==> src/rtl/multicycle_ctrl.sv <==
// -----------------------------------------------------------------------------
// multicycle_ctrl
//
// Multi-cycle sequencer for the LEGv8 datapath. Walks each instruction through
// FETCH, DECODE, EXEC, MEM and WB and drives every datapath control line from
// the current state and the registered instruction class. Instruction and data
// memories are variable latency (req/ready handshakes). Illegal opcodes and
// memory timeouts trap into a sticky ERR state that only reset leaves.
//
// Parameters:
//   MEM_TIMEOUT  max cycles waiting on a memory ready (0 disables the timeout)
//   CNT_W        width of the optional performance counters
//
// Optional feature (macro PERF_COUNT_EN):
//   Adds retired_cnt and stall_cnt outputs. Without the macro these ports and
//   their logic are absent.
//
// Ports:
//   CLK          in   clock, rising edge
//   reset        in   asynchronous active-high reset
//   run          in   1 permits fetching new instructions
//   opcode       in   instruction[31:21] from the instruction register
//   zero         in   ALU zero flag
//   imem_ready   in   instruction memory data valid
//   dmem_ready   in   data memory access complete
//   imem_req     out  instruction fetch request
//   dmem_req     out  data memory request
//   irwrite      out  load the instruction register
//   pcwrite      out  update the PC
//   pcsrc        out  0 = PC+4, 1 = PC+extimm
//   reg2loc      out  RB select (1 = instruction[4:0])
//   alusrc       out  ALU B source (1 = extimm)
//   mem2reg      out  write-back source (1 = memory)
//   regwrite     out  register file write enable
//   memread      out  data memory read
//   memwrite     out  data memory write
//   aluop        out  ALU control
//   signop       out  sign-extender control
//   state        out  current state (IDLE=0 .. ERR=6)
//   error        out  sticky trap flag
//   retired_cnt  out  instructions completed      (PERF_COUNT_EN only)
//   stall_cnt    out  memory wait cycles          (PERF_COUNT_EN only)
// -----------------------------------------------------------------------------
module multicycle_ctrl #(
    parameter int MEM_TIMEOUT = 255,
    parameter int CNT_W       = 32
) (
    input  logic             CLK,
    input  logic             reset,
    input  logic             run,
    input  logic [10:0]      opcode,
    input  logic             zero,
    input  logic             imem_ready,
    input  logic             dmem_ready,
    output logic             imem_req,
    output logic             dmem_req,
    output logic             irwrite,
    output logic             pcwrite,
    output logic             pcsrc,
    output logic             reg2loc,
    output logic             alusrc,
    output logic             mem2reg,
    output logic             regwrite,
    output logic             memread,
    output logic             memwrite,
    output logic [3:0]       aluop,
    output logic [2:0]       signop,
    output logic [2:0]       state,
    output logic             error
`ifdef PERF_COUNT_EN
    ,
    output logic [CNT_W-1:0] retired_cnt,
    output logic [CNT_W-1:0] stall_cnt
`endif
);

    typedef enum logic [2:0] {
        S_IDLE   = 3'd0,
        S_FETCH  = 3'd1,
        S_DECODE = 3'd2,
        S_EXEC   = 3'd3,
        S_MEM    = 3'd4,
        S_WB     = 3'd5,
        S_ERR    = 3'd6
    } state_t;

    typedef enum logic [3:0] {
        C_NONE, C_ADD, C_SUB, C_AND, C_ORR,
        C_LDUR, C_STUR, C_CBZ, C_B, C_MOVZ, C_ILL
    } iclass_t;

    // The counter only ever needs to hold 0 .. MEM_TIMEOUT-1 before trapping.
    localparam int TMO_W = (MEM_TIMEOUT > 1) ? $clog2(MEM_TIMEOUT) : 1;
    localparam logic [TMO_W-1:0] TMO_LAST =
        TMO_W'((MEM_TIMEOUT > 0) ? MEM_TIMEOUT - 1 : 0);

    if (CNT_W < 1) begin : g_bad_cnt_w
        $error("CNT_W must be at least 1");
    end

    state_t            state_q, state_d;
    iclass_t           class_q, dec_class;
    logic [TMO_W-1:0]  tmo_cnt;
    logic              wait_low;
    logic              tmo_hit;
    logic              enter_wait;

    function automatic iclass_t decode_op(input logic [10:0] op);
        iclass_t c;
        casez (op)
            11'b10001011000: c = C_ADD;
            11'b11001011000: c = C_SUB;
            11'b10001010000: c = C_AND;
            11'b10101010000: c = C_ORR;
            11'b11111000010: c = C_LDUR;
            11'b11111000000: c = C_STUR;
            11'b10110100???: c = C_CBZ;
            11'b000101?????: c = C_B;
            11'b110100101??: c = C_MOVZ;
            default:         c = C_ILL;
        endcase
        return c;
    endfunction

    assign dec_class = decode_op(opcode);
    assign state     = state_q;

    // A memory is being waited on this cycle and has not answered.
    assign wait_low = ((state_q == S_FETCH) && !imem_ready) ||
                      ((state_q == S_MEM)   && !dmem_ready);

    // Checked only when ready is low, so a ready on the limit cycle wins.
    assign tmo_hit  = (MEM_TIMEOUT != 0) && (tmo_cnt == TMO_LAST);

    assign enter_wait = ((state_d == S_FETCH) && (state_q != S_FETCH)) ||
                        ((state_d == S_MEM)   && (state_q != S_MEM));

    always_ff @(posedge CLK or posedge reset) begin
        if (reset) begin
            state_q <= S_IDLE;
        end else begin
            state_q <= state_d;
        end
    end

    always_ff @(posedge CLK or posedge reset) begin
        if (reset) begin
            class_q <= C_NONE;
        end else if (state_q == S_DECODE) begin
            class_q <= dec_class;
        end
    end

    always_ff @(posedge CLK or posedge reset) begin
        if (reset) begin
            tmo_cnt <= '0;
        end else if (enter_wait) begin
            tmo_cnt <= '0;
        end else if (wait_low && !tmo_hit) begin
            tmo_cnt <= tmo_cnt + TMO_W'(1);
        end
    end

    always_comb begin
        state_d  = state_q;
        imem_req = 1'b0;
        dmem_req = 1'b0;
        irwrite  = 1'b0;
        pcwrite  = 1'b0;
        pcsrc    = 1'b0;
        reg2loc  = 1'b0;
        alusrc   = 1'b0;
        mem2reg  = 1'b0;
        regwrite = 1'b0;
        memread  = 1'b0;
        memwrite = 1'b0;
        aluop    = 4'b0000;
        signop   = 3'b000;
        error    = 1'b0;

        // The datapath has no ALU output register, so the EXEC controls stay
        // applied through MEM and WB to keep the address / result valid.
        if ((state_q == S_EXEC) || (state_q == S_MEM) || (state_q == S_WB)) begin
            case (class_q)
                C_ADD:  aluop = 4'b0010;
                C_SUB:  aluop = 4'b0110;
                C_AND:  aluop = 4'b0000;
                C_ORR:  aluop = 4'b0001;
                C_LDUR: begin aluop = 4'b0010; signop = 3'b001; alusrc = 1'b1; end
                C_STUR: begin
                    aluop = 4'b0010; signop = 3'b001; alusrc = 1'b1; reg2loc = 1'b1;
                end
                C_CBZ:  begin aluop = 4'b0111; signop = 3'b011; reg2loc = 1'b1; end
                C_B:    signop = 3'b010;
                C_MOVZ: begin aluop = 4'b0111; signop = 3'b100; alusrc = 1'b1; end
                default: ;
            endcase
        end

        case (state_q)
            S_IDLE: begin
                if (run) state_d = S_FETCH;
            end
            S_FETCH: begin
                imem_req = 1'b1;
                if (imem_ready) begin
                    irwrite = 1'b1;
                    state_d = S_DECODE;
                end else if (tmo_hit) begin
                    state_d = S_ERR;
                end
            end
            S_DECODE: begin
                state_d = (dec_class == C_ILL) ? S_ERR : S_EXEC;
            end
            S_EXEC: begin
                case (class_q)
                    C_ADD, C_SUB, C_AND, C_ORR, C_MOVZ: state_d = S_WB;
                    C_LDUR, C_STUR: state_d = S_MEM;
                    C_CBZ: begin
                        pcwrite = 1'b1;
                        pcsrc   = zero;
                        state_d = run ? S_FETCH : S_IDLE;
                    end
                    C_B: begin
                        pcwrite = 1'b1;
                        pcsrc   = 1'b1;
                        state_d = run ? S_FETCH : S_IDLE;
                    end
                    default: state_d = S_ERR;
                endcase
            end
            S_MEM: begin
                dmem_req = 1'b1;
                memread  = (class_q == C_LDUR);
                memwrite = (class_q == C_STUR);
                if (dmem_ready) begin
                    if (class_q == C_STUR) begin
                        pcwrite = 1'b1;
                        state_d = run ? S_FETCH : S_IDLE;
                    end else begin
                        state_d = S_WB;
                    end
                end else if (tmo_hit) begin
                    state_d = S_ERR;
                end
            end
            S_WB: begin
                regwrite = 1'b1;
                mem2reg  = (class_q == C_LDUR);
                pcwrite  = 1'b1;
                state_d  = run ? S_FETCH : S_IDLE;
            end
            S_ERR: begin
                // Trap state: every datapath control is forced off.
                reg2loc = 1'b0;
                alusrc  = 1'b0;
                aluop   = 4'b0000;
                signop  = 3'b000;
                error   = 1'b1;
            end
            default: state_d = S_ERR;
        endcase
    end

`ifdef PERF_COUNT_EN
    // pcwrite pulses exactly once per instruction, on its completion cycle.
    always_ff @(posedge CLK or posedge reset) begin
        if (reset) begin
            retired_cnt <= '0;
            stall_cnt   <= '0;
        end else if (state_q != S_ERR) begin
            if (pcwrite)  retired_cnt <= retired_cnt + CNT_W'(1);
            if (wait_low) stall_cnt   <= stall_cnt + CNT_W'(1);
        end
    end
`endif

endmodule
==> config.mk <==
export PLATFORM = sky130hd
export DESIGN_NAME = multicycle_ctrl
export DESIGN_NICKNAME = d
export VERILOG_FILES = /design/src/rtl/multicycle_ctrl.sv
export SDC_FILE = /design/constraint.sdc
export NUM_CORES = 1
export LEC_CHECK = 0
export CAP_MARGIN = 0
export CORE_MARGIN = 2
export CORE_UTILIZATION = 38
export DETAILED_ROUTE_END_ITERATION = 7
export PLACE_DENSITY_LB_ADDON = 0.05
export SYNTH_ARGS = -nofsm -noshare
export SYNTH_HDL_FRONTEND = slang
export SYNTH_SLANG_ARGS = --single-unit
==> constraint.sdc <==
create_clock -name CLK -period 2.9 [get_ports CLK]
set_input_delay 0.58 -clock CLK [delete_from_list [all_inputs] [get_ports CLK]]
set_output_delay 0.58 -clock CLK [all_outputs]
set_load 0.01 [all_outputs]
### After elaboration in Yosys (flattened, before gate mapping)

Cells that the tools add are included.

* flip-flop bits (word level): 15
* logic and storage cells: 94
* output and inout bits: 22

* reductions and logical operators: 21
* mux-type cells: 39
* eq/ne operators: 30
* add/sub/neg operators: 1

Operators with widths (number)
* 11-bit == test (second input constant): 6
* 4-bit case mux with 9 select lines: 1
* 3-bit two-way mux: 9
* 3-bit case mux with 4 select lines: 2
* 3-bit case mux with 7 select lines: 1
* 1-bit two-way mux: 20
* 4-bit by 3-bit == test with 1-bit output (second input constant): 4
* 8-bit == test (second input constant): 2
* 8-bit two-way mux: 2
* 3-bit == test (second input constant): 4
* 4-bit == test (second input constant): 3
* 9-bit == test (second input constant): 1
* 3-bit case mux with 3 select lines: 1
* 8-bit by 1-bit adder with 8-bit output (second input constant): 1
* 4-bit by 2-bit == test with 1-bit output (second input constant): 2
* 2-bit OR reduction: 4
* 3-bit by 1-bit == test with 1-bit output (second input constant): 2
* 3-bit by 2-bit == test with 1-bit output (second input constant): 2
* 6-bit by 3-bit == test with 1-bit output (second input constant): 1
* 3-bit OR reduction: 2
* 1-bit logical AND: 5
* 5-bit OR reduction: 1
* 4-bit by 1-bit == test with 1-bit output (second input constant): 1
* 1-bit logical OR: 4
* other kinds (8): 10

### Logic depth before layout (Yosys ltp)

Gate-level depths: netlist (run 1).

* depth in word-level cells: 9
* mapped depth: 10

### Least setup slack after synthesis (run 1)

OpenSTA, ideal clock, no wires.

* path type: input to register
* start: input opcode[3]
* end: register tmo_cnt[5]
* cell stages on the path: 6
* data arrival time: 2.066 ns
* setup time: 0.146 ns
* setup slack: 0.688 ns
* cells stage by stage: or4b_4 -> o32ai_4 -> a211oi_2 -> o2111ai_2 -> o221a_4 -> o22ai_1

* longest elaborated chain between the ends: 9
* elaborated cells on any way between the ends: 19

Ends and longest elaborated chain
* start, declared: RTL line 51 `input logic [10:0] opcode,`
* 11-bit == test (tied with other cells): RTL line 110 `casez (op)`
* 4-bit case mux with 9 select lines (*): RTL line 110
* 4-bit == test (*): RTL line 214 `state_d = (dec_class == C_ILL) ? S_ERR : S_EXEC;`
* 3-bit two-way mux (*): RTL line 214
* 3-bit case mux with 7 select lines (*): RTL line 200 `case (state_q)`
* 3-bit by 1-bit == test with 1-bit output / 3-bit == test (equally long branches): RTL line 135, 136
* 1-bit logical AND, on equally long branches: RTL line 135, 136
* 1-bit logical OR (*): RTL line 135 `assign enter_wait = ((state_d == S_FETCH) && (state_q != S_FETCH)) ||`
* 8-bit two-way mux / 2-bit nonzero test (equally long branches)
* end signal, assigned: RTL line 160 `tmo_cnt <= tmo_cnt + TMO_W'(1);`
* end, declared: RTL line 103 `logic [TMO_W-1:0] tmo_cnt;`

Every way passes the cells marked *; elsewhere a longest branch is shown, timed or not.
A chain may end at the register's enable or synchronous reset.

### Final worst setup path (run 1)

* start: input opcode[9]
* end: register tmo_cnt[6]

* longest elaborated chain between the ends: 9
* elaborated cells on any way between the ends: 20

Ends and longest elaborated chain (RTL line)
* 11-bit == test (tied with other cells): 110
* 4-bit case mux with 9 select lines (*): 110
* 4-bit == test (*): 214
* 3-bit two-way mux (*): 214
* 3-bit case mux with 7 select lines (*): 200
* 3-bit by 1-bit == test with 1-bit output / 3-bit == test (equally long branches): 135, 136
* 1-bit logical AND, on equally long branches: 135, 136
* 1-bit logical OR (*): 135
* 8-bit two-way mux / 2-bit nonzero test (equally long branches)

Marks and branches as above.

==> flow_results.org, run 1 <==
** Yosys
- After Yosys synthesis, and, or, nand and nor cells account for 38.1% of the synthesized area.
- By area, the combinational part of the netlist is dominated by simple AND/OR/NAND/NOR gates.
- Unique masters post-synth :: just under 70
- Yosys mapped a number of flops with a built-in enable equal to 0.
- Adder-cell area share of the yosys netlist :: under 10%
- Netlist area before placement :: about 0.0016 mm^2
- XOR/XNOR Fraction of Synth Area :: under 10%
- Counting flops and latches in the post-synthesis netlist gives 15.
- Among all flip-flop cells after synthesis, the most frequent one is sky130_fd_sc_hd__dfrtp_1.
- Summing the areas of all compound-gate instances in the mapped netlist gives 23.7% of the synthesized area.
- After synthesis, the share of cell area in mux cells is 1.26%.
- The Yosys step of the flow raised 0 warnings.
- Mean post-synth cell area :: 8.00 um^2
- Net count after synthesis :: 217
- Sequential share of the synthesized area :: a little under a quarter
- Synthesis produced a netlist whose cell count is 198.
- After synthesis, the share of flip-flops with an asynchronous set or reset is 100%.

** Global routing
- All-layer global routing usage :: 19.3%
- The first global-routing pass estimated 7050 um of wire.
- Vias in the first global route :: 1518
- Grt ovf :: 0
- The initial antenna violation count was 0.
- Pin count of the biggest net entering global routing :: 18

** Route
- Vias :: 1630
- The detailed router finished its first iteration with 152 violations.
- Routed WL per cell :: 14.5 um
- WL final :: ~4200 um
- In this run the remaining antenna-violating nets after routing total 0.
- First-pass iteration count of the detailed router :: 4
- Number of DRC violations after detailed routing :: 0
- In the routed layout, each cell is associated on average with a via count of approximately 5.7.

** Place
- Routability-driven placement congestion ratio :: approximately 1.0
- After detailed placement, the total cell area comes to 0.00201 mm^2.
- In this run, placement finished with an instance count of 284.
- Post-detailed-placement half-perimeter wirelength :: 3310 um
- During placement, the flow inserted port buffers numbering 37.

** Final layout
- Registers take between 300 and 400 um^2.
- Total Nets Final :: 258
- Final Cell Area :: 0.00205 mm^2
- Ant diodes :: 0
- Filler cell count :: 375
- Most common library cell in the layout ignoring fill and taps :: sky130_fd_sc_hd__clkdlybuf4s50_1
- Commonest cells after routing, fill and taps aside :: sky130_fd_sc_hd__clkdlybuf4s50_1 (37), sky130_fd_sc_hd__nand2_1 (31), sky130_fd_sc_hd__nor2_1 (17)
- The area growth from synthesis to layout is 29.6%.
- Share of final-layout standard cells stronger than drive strength 1 :: 16.0%
- In the final layout, the multi-input gates occupy 0.00110 mm^2.
- Non-filler cells in the finished layout :: 288

** Critical path
- Critical path data arrival time :: 2.81 ns
- In this run the critical register-to-register path is launched from tmo_cnt[0]$_DFFE_PP0P_.
- At the worst endpoint, the required time is 3.00 ns.
- Counting cells, the worst reg-to-reg path comes to 9.
- Worst stage delay on the critical path :: 0.72 ns
- Endpoint of the worst setup timing path :: tmo_cnt[6]$_DFFE_PP0P_
- In this run the worst path has a maximum fanout of 8.
- Start point of the critical path :: opcode[9]
- Startpoint type of the worst setup path :: input port
- Worst-path cell chain :: clkdlybuf4s50_1, buf_4, nand2_1, o32ai_4, a211oi_2, o2111ai_2, nor4_2, o22ai_1
- The critical path is of the input port to flop type.
- The worst setup path is captured at a flop.
- The slowest stage of the critical path belongs to the cell sky130_fd_sc_hd__nor4_2.
- Internal reg-to-reg setup slack :: 0.45 ns
- Endpoint of the most critical register-to-register path :: tmo_cnt[6]$_DFFE_PP0P_

** CTS
- Number of buffers added by the clock tree synthesis step :: 3
- Clock-pin slew was measured on the worst setup and hold paths at roughly 0.070 ns.
- Clock latency reported for the late side of the worst-skew pair :: 0.25 ns
- After clock tree synthesis, the setup repair step added 0 buffers.
- Clock tree from TritonCTS :: built
- Clk buf depth :: 2
- Cts repair resizes :: 0
- Buffers inserted to repair hold after CTS numbered 0.
- Cell at the root of the clock tree :: sky130_fd_sc_hd__clkbuf_8
- Sinks on the clock net :: 15
- Level count of the clock H-tree :: 1

** STA
- Hold Fails Final Rpt :: 0
- Fin crit share :: about 94%
- Fmax achieved :: 0.369 GHz
- In this run the tightest slew margin relative to its limit is 48.0%.
- Summed over all failing endpoints, the final setup total negative slack is 0 ns.
- Setup repair after global routing left no endpoint under its margin.
- Tightest Pin Transition :: 0.773 ns
- The final number of max-transition violations was 0.
- Final count of negative-setup-slack endpoints :: 0
- The clock arrives with 0.00563 ns of skew.
- Final Critical Period :: 2.71 ns
- Hold is met by 0.623 ns.

** Floorplanning
- Starting utilization of the core area :: roughly two fifths
- Top-level I/O count :: 39
- The initialized floorplan defines 23 standard-cell rows.
- Standard cell core area :: 0.00400 mm^2
- In this run the horizontal extent of the chip is 68.6 um.
- The die covers 0.00470 mm^2.
- The floorplan step set the die height to just under 70 um.

** Hold path
- In this run the most critical hold path is launched from tmo_cnt[5]$_DFFE_PP0P_.
- Worst min-delay path category :: flop to flop

** Power
- Internal cell power :: 817 uW
- Flop pwr share :: 23.8%
- PnR Total Power :: 1.54 mW
- In this run, the combinational gates consume 64.8% of the power.
- IR analysis of the VDD net gives a maximum drop of between 0.0003 and 0.0004 V.
- Summed over all nets, the switching power comes to about 720 uW.
- Clock power frac :: 11.4%
- Sw frac :: 47.0%
- Lkg Pwr :: 0.791 nW
- Areal power density over the cells :: 750 mW/mm^2

** Flow run
- The tool flagged a number of max-cap violations equal to 0.

** Run status
- The run finished with clean final reports.
==> routing by layer <==
layer / wire [um] / global-route usage [%]
met2: 1970 / 32.5
met3: 221 / 1.79
met1: 1970 / 26.6
met5: 0 / 0
met4: 19 / 4.75
==> through the flow <==
step	setup slack, ns	util (%)
2_1_floorplan	0.688	-
3_3_place_gp	0.0856	50.2
3_5_place_dp	-0.0743	50.2
4_1_cts	0.179	51.3
5_1_grt	0.0503	51.3
6_report	0.188	51.3
==> final cells by class <==
cell class	instances	share of cell area, %
clock inverter	1	0.244
multi-input combinational	165	53.4
inverter	7	1.28
sequential	15	18.3
tap	50	3.05
timing repair buffer	47	21.7
clock buffer	3	2.01
==> sequential cells by signal (all words and copies together) (netlist names) <==
| register | cells |
|---|---|
| class_q | 4 |
| state | 3 |
| tmo_cnt | 8 |
==> synth_stat cells (all sizes together), types with 2 or more instances <==
library cell | n | area [um^2]
nor4 | 2 | 18.8
xnor2 | 4 | 35.0
or2b | 2 | 20.0
or4b | 3 | 33.8
dfrtp | 15 | 375
and2 | 4 | 26.3
o2111ai | 2 | 23.8
o21ai | 8 | 40.0
a211oi | 5 | 47.5
ha | 2 | 25.0
nand3b | 4 | 30.0
nor3 | 6 | 35.0
a22oi | 2 | 15.0
nand2 | 31 | 116
nand4 | 5 | 31.3
or2 | 4 | 25.0
a21oi | 9 | 48.8
clkbuf | 2 | 7.51
and3b | 3 | 27.5
xor2 | 4 | 35.0
nor2 | 18 | 70.1
mux2i | 2 | 20.0
buf | 9 | 77.6
and4 | 2 | 17.5
o22ai | 9 | 56.3
inv | 7 | 26.3
nor2b | 2 | 15.0
nand3 | 7 | 35.0
==> power groups by stage <==
stage	sequential [mW]	clock, mW	combinational [mW]
after CTS	0.365	0.179	1.00
after floorplan	0.321	0	0.730
final	0.366	0.176	0.998
after detailed placement	0.369	0	0.999
after global routing	0.378	0.190	1.11
after global placement	0.367	0	0.994
==> critical path: cells and delay by family <==
family	cells	cell delay, ns
AO/OA/AOI/OAI	4	0.78
buffers and inverters	2	0.61
AND/OR/NAND/NOR	2	0.84
==> kinds of logic (layout without fill, tap and decap cells) <==
group,count (synthesis),count (layout)
xor gates and xnor gates,8,8
muxes,2,2
adders and majority gates,2,2
and+or+nand+nor,104,104
other,1,1
DFF,15,15
AOI/OAI and AO/OA,48,48
buffers and inverters,18,58
==> how the worst min path moves through the flow <==
stage / endpoint / cells past startpoint / slack, ns
3_3_place_gp: tmo_cnt[5]$_DFFE_PP0P_ / 3 / 0.60
6_report: tmo_cnt[5]$_DFFE_PP0P_ / 3 / 0.62
2_1_floorplan: class_q[0]$_DFFE_PP0P_ / 1 / 0.48
3_5_place_dp: tmo_cnt[5]$_DFFE_PP0P_ / 3 / 0.61
4_1_cts: tmo_cnt[5]$_DFFE_PP0P_ / 3 / 0.63
5_1_grt: tmo_cnt[7]$_DFFE_PP0P_ / 3 / 0.67
Power figures use the tool's default switching activity.
==> run 2: changes to the inputs <==
Settings changed: CAP_MARGIN 0 to 15, RECOVER_POWER set to 100.
==> run 2 against run 1 <==
  * Wire length shrank 0.36%
  * Final cell count unchanged
  * Cell area is 0.85% lower
  * Die area unchanged
  * Clock power barely moved
  * Critical path type is now flop to output port
  * Largest cell class unchanged
  * Largest power group unchanged
  * Highest routed layer unchanged
==> flow_results.org, run 2 (synthesized netlist as in run 1, its figures left out) <==
** Place
- Post-detailed-placement half-perimeter wirelength :: 3310 um
- Number of buffers added on ports :: 37
- The placed instances occupy a cell area of approximately 0.0020 mm^2.
- Routability-driven placement congestion ratio :: 1.02
- Before CTS, the worst setup slack after placement is -0.0743 ns.

** Final layout
- At the end of the flow, the number of nets in the layout was 258.
- Ant diodes :: 0
- Final Cell Area :: around 0.0020 mm^2
- The post-route netlist has around 14% of its cells at a drive strength greater than 1.
- The register with the most flip-flops in the final layout is tmo_cnt.
- Relative to the synthesized area, the layout overhead comes to 28.5%.
- Most common library cell in the layout ignoring fill and taps :: sky130_fd_sc_hd__nand2_1
- Commonest cells after routing, fill and taps aside :: sky130_fd_sc_hd__nand2_1 (31), sky130_fd_sc_hd__clkdlybuf4s50_1 (20), sky130_fd_sc_hd__nor2_1 (17), sky130_fd_sc_hd__dlygate4sd3_1 (17), sky130_fd_sc_hd__dfrtp_1 (15)
- Number of flip-flops in the largest register :: 8

** Power
- The design draws 1.49 mW.
- In this run the power density over the cells is 734 mW/mm^2.
- Registers are responsible for between 20% and 30% of the overall power.
- Combinational share of power :: 63.8%
- Largest vdd supply drop :: 0.000300 V
- Per report_power, the clock group accounts for roughly an eighth of the total.
- Lkg Pwr :: 0.836 nW
- Internal power comes to 780 uW.
- In this run the power spent charging and discharging nets is between 700 and 800 uW.
- Sw frac :: 47.8%

** Route
- The detail route stage leaves a number of antenna-violating nets equal to 0.
- In this run, the number of DRC markers left after iteration 0 of detailed routing was 154.
- After detailed routing, the number of vias per cell comes to 5.59.
- The final route contains approximately 1600 vias.
- First-pass iteration count of the detailed router :: 5
- Dividing the detail-routed wire length by the instance count gives 14.5 um.
- Number of DRC violations after detailed routing :: 0
- WL final :: 4160 um

** Floorplanning
- The region available for standard cell placement spans 0.00400 mm^2.
- Die height :: 68.6 um
- The initialized floorplan defines 23 standard-cell rows.
- Starting utilization of the core area :: 39.6%
- The floorplan step defined a die boundary enclosing 0.00470 mm^2.
- Pin placement for this block handled 39 I/O pins.
- Chip Width :: 68.6 um

** CTS
- Clk buf depth :: 2
- Cts repair resizes :: 0
- Hold repair after CTS inserted 0 buffers.
- Clock slew at reported path FFs :: 0.07 ns
- Clock tree from TritonCTS :: built
- Level count of the clock H-tree :: 1
- Counting the buffers created by CTS gives 3.
- Once the clock tree was built, the setup fixing pass inserted 0 buffers.
- At the later pin of the worst-skew pair, clock insertion delay measures 0.25 ns.
- CTS saw 15 sinks.
- Cell at the root of the clock tree :: sky130_fd_sc_hd__clkbuf_8

** Global routing
- After global routing the overflow that remains totals 0.
- Initial antenna violation count :: 0
- Vias in the first global route :: 1518
- Entering global routing, the biggest net connects 18 pins.
- All-layer global routing usage :: 19.3%
- Global-route wire length before repair :: 7050 um

** STA
- Minimum setup slack in the final design :: 0.151 ns
- Static timing analysis puts the maximum clock frequency at 0.364 GHz.
- The worst path uses 94.8% of the clock period.
- On the final layout, the worst clock skew is 0.00542 ns.
- Post-route setup TNS :: 0 ns
- Tightest Pin Transition :: about 0.74 ns
- Setup repair after global routing left no endpoint under its margin.
- Final Critical Period :: between 2 and 3 ns
- Setup violations remaining at the end of the flow were counted as 0.
- Number of slew-limit violations in the final report :: 0
- Hold timing on the final database bottoms out at a slack of about 0.63 ns.
- Worst slew margin :: roughly half
- Hold Fails Final Rpt :: 0

** Critical path
- The worst setup path is captured at an output port.
- Start-to-end type of the worst setup path :: flop to output port
- At the worst endpoint, the required time is 2.32 ns.
- STA classifies the critical path startpoint as a flop.
- Maximum fanout along the worst path :: 6
- Data on the critical path arrives at its endpoint at roughly 2.2 ns.

** Hold path
- The tightest min-delay check is of the flop to flop type.

** Flow run
- Number of max-cap violations :: 0

** Run status
- The run finished with clean final reports.
==> run 2: layout make-up <==
type | count | area [um^2]
fill | 381 | 1960
multi-input combinational | 165 | 1090
timing repair buffer | 47 | 435
sequential | 15 | 375
tap | 50 | 62.6
clock buffer | 3 | 41.3
inverter | 7 | 26.3
clock inverter | 1 | 5.00
==> run 2: metal layers <==
layer,vias to the layer above,share of wire (%),track usage (%)
met1,753,47,26.6
met3,2,4.4,1.79
li1,816,-,-
met4,0,0.46,4.75
met2,40,48,32.5
met5,-,0,0
==> run 2: path summary, 6_finish.rpt <==
path | to | slack [ns] | from | cells past startpoint
max | aluop[1] | 0.15 | state[2]$_DFF_PP0_ | 5
min | tmo_cnt[5]$_DFFE_PP0P_ | 0.63 | tmo_cnt[5]$_DFFE_PP0P_ | 3
max reg2reg | tmo_cnt[6]$_DFFE_PP0P_ | 0.46 | tmo_cnt[0]$_DFFE_PP0P_ | 9
min reg2reg | tmo_cnt[5]$_DFFE_PP0P_ | 0.63 | tmo_cnt[5]$_DFFE_PP0P_ | 3
max in group asynchronous | class_q[0]$_DFFE_PP0P_ | 1.67 | reset | 2
min in group asynchronous | tmo_cnt[6]$_DFFE_PP0P_ | 0.83 | reset | 2
==> run 2: worst max-delay path: stages (launching register included) <==
cell and delay (ns):
sky130_fd_sc_hd__dfrtp_1 0.43, sky130_fd_sc_hd__and2b_1 0.26, sky130_fd_sc_hd__mux2i_1 0.33, sky130_fd_sc_hd__clkbuf_2 0.21, sky130_fd_sc_hd__a311oi_1 0.05, sky130_fd_sc_hd__dlygate4sd3_1 0.63
==> run 2: power by group through the flow <==
stage,sequential [mW],clock [mW],combinational (mW)
after floorplan,0.321,0,0.730
after global placement,0.367,0,0.994
after detailed placement,0.369,0,0.999
after CTS,0.365,0.179,1.00
after global routing,0.377,0.190,1.07
final,0.365,0.176,0.954
==> run 2: stage by stage <==
step                      util, %  cells
after floorplan                 -    198
after detailed placement     50.2    284
after CTS                    51.3    288
after global placement       50.2    284
after global routing         50.9    288
final                        50.9    288
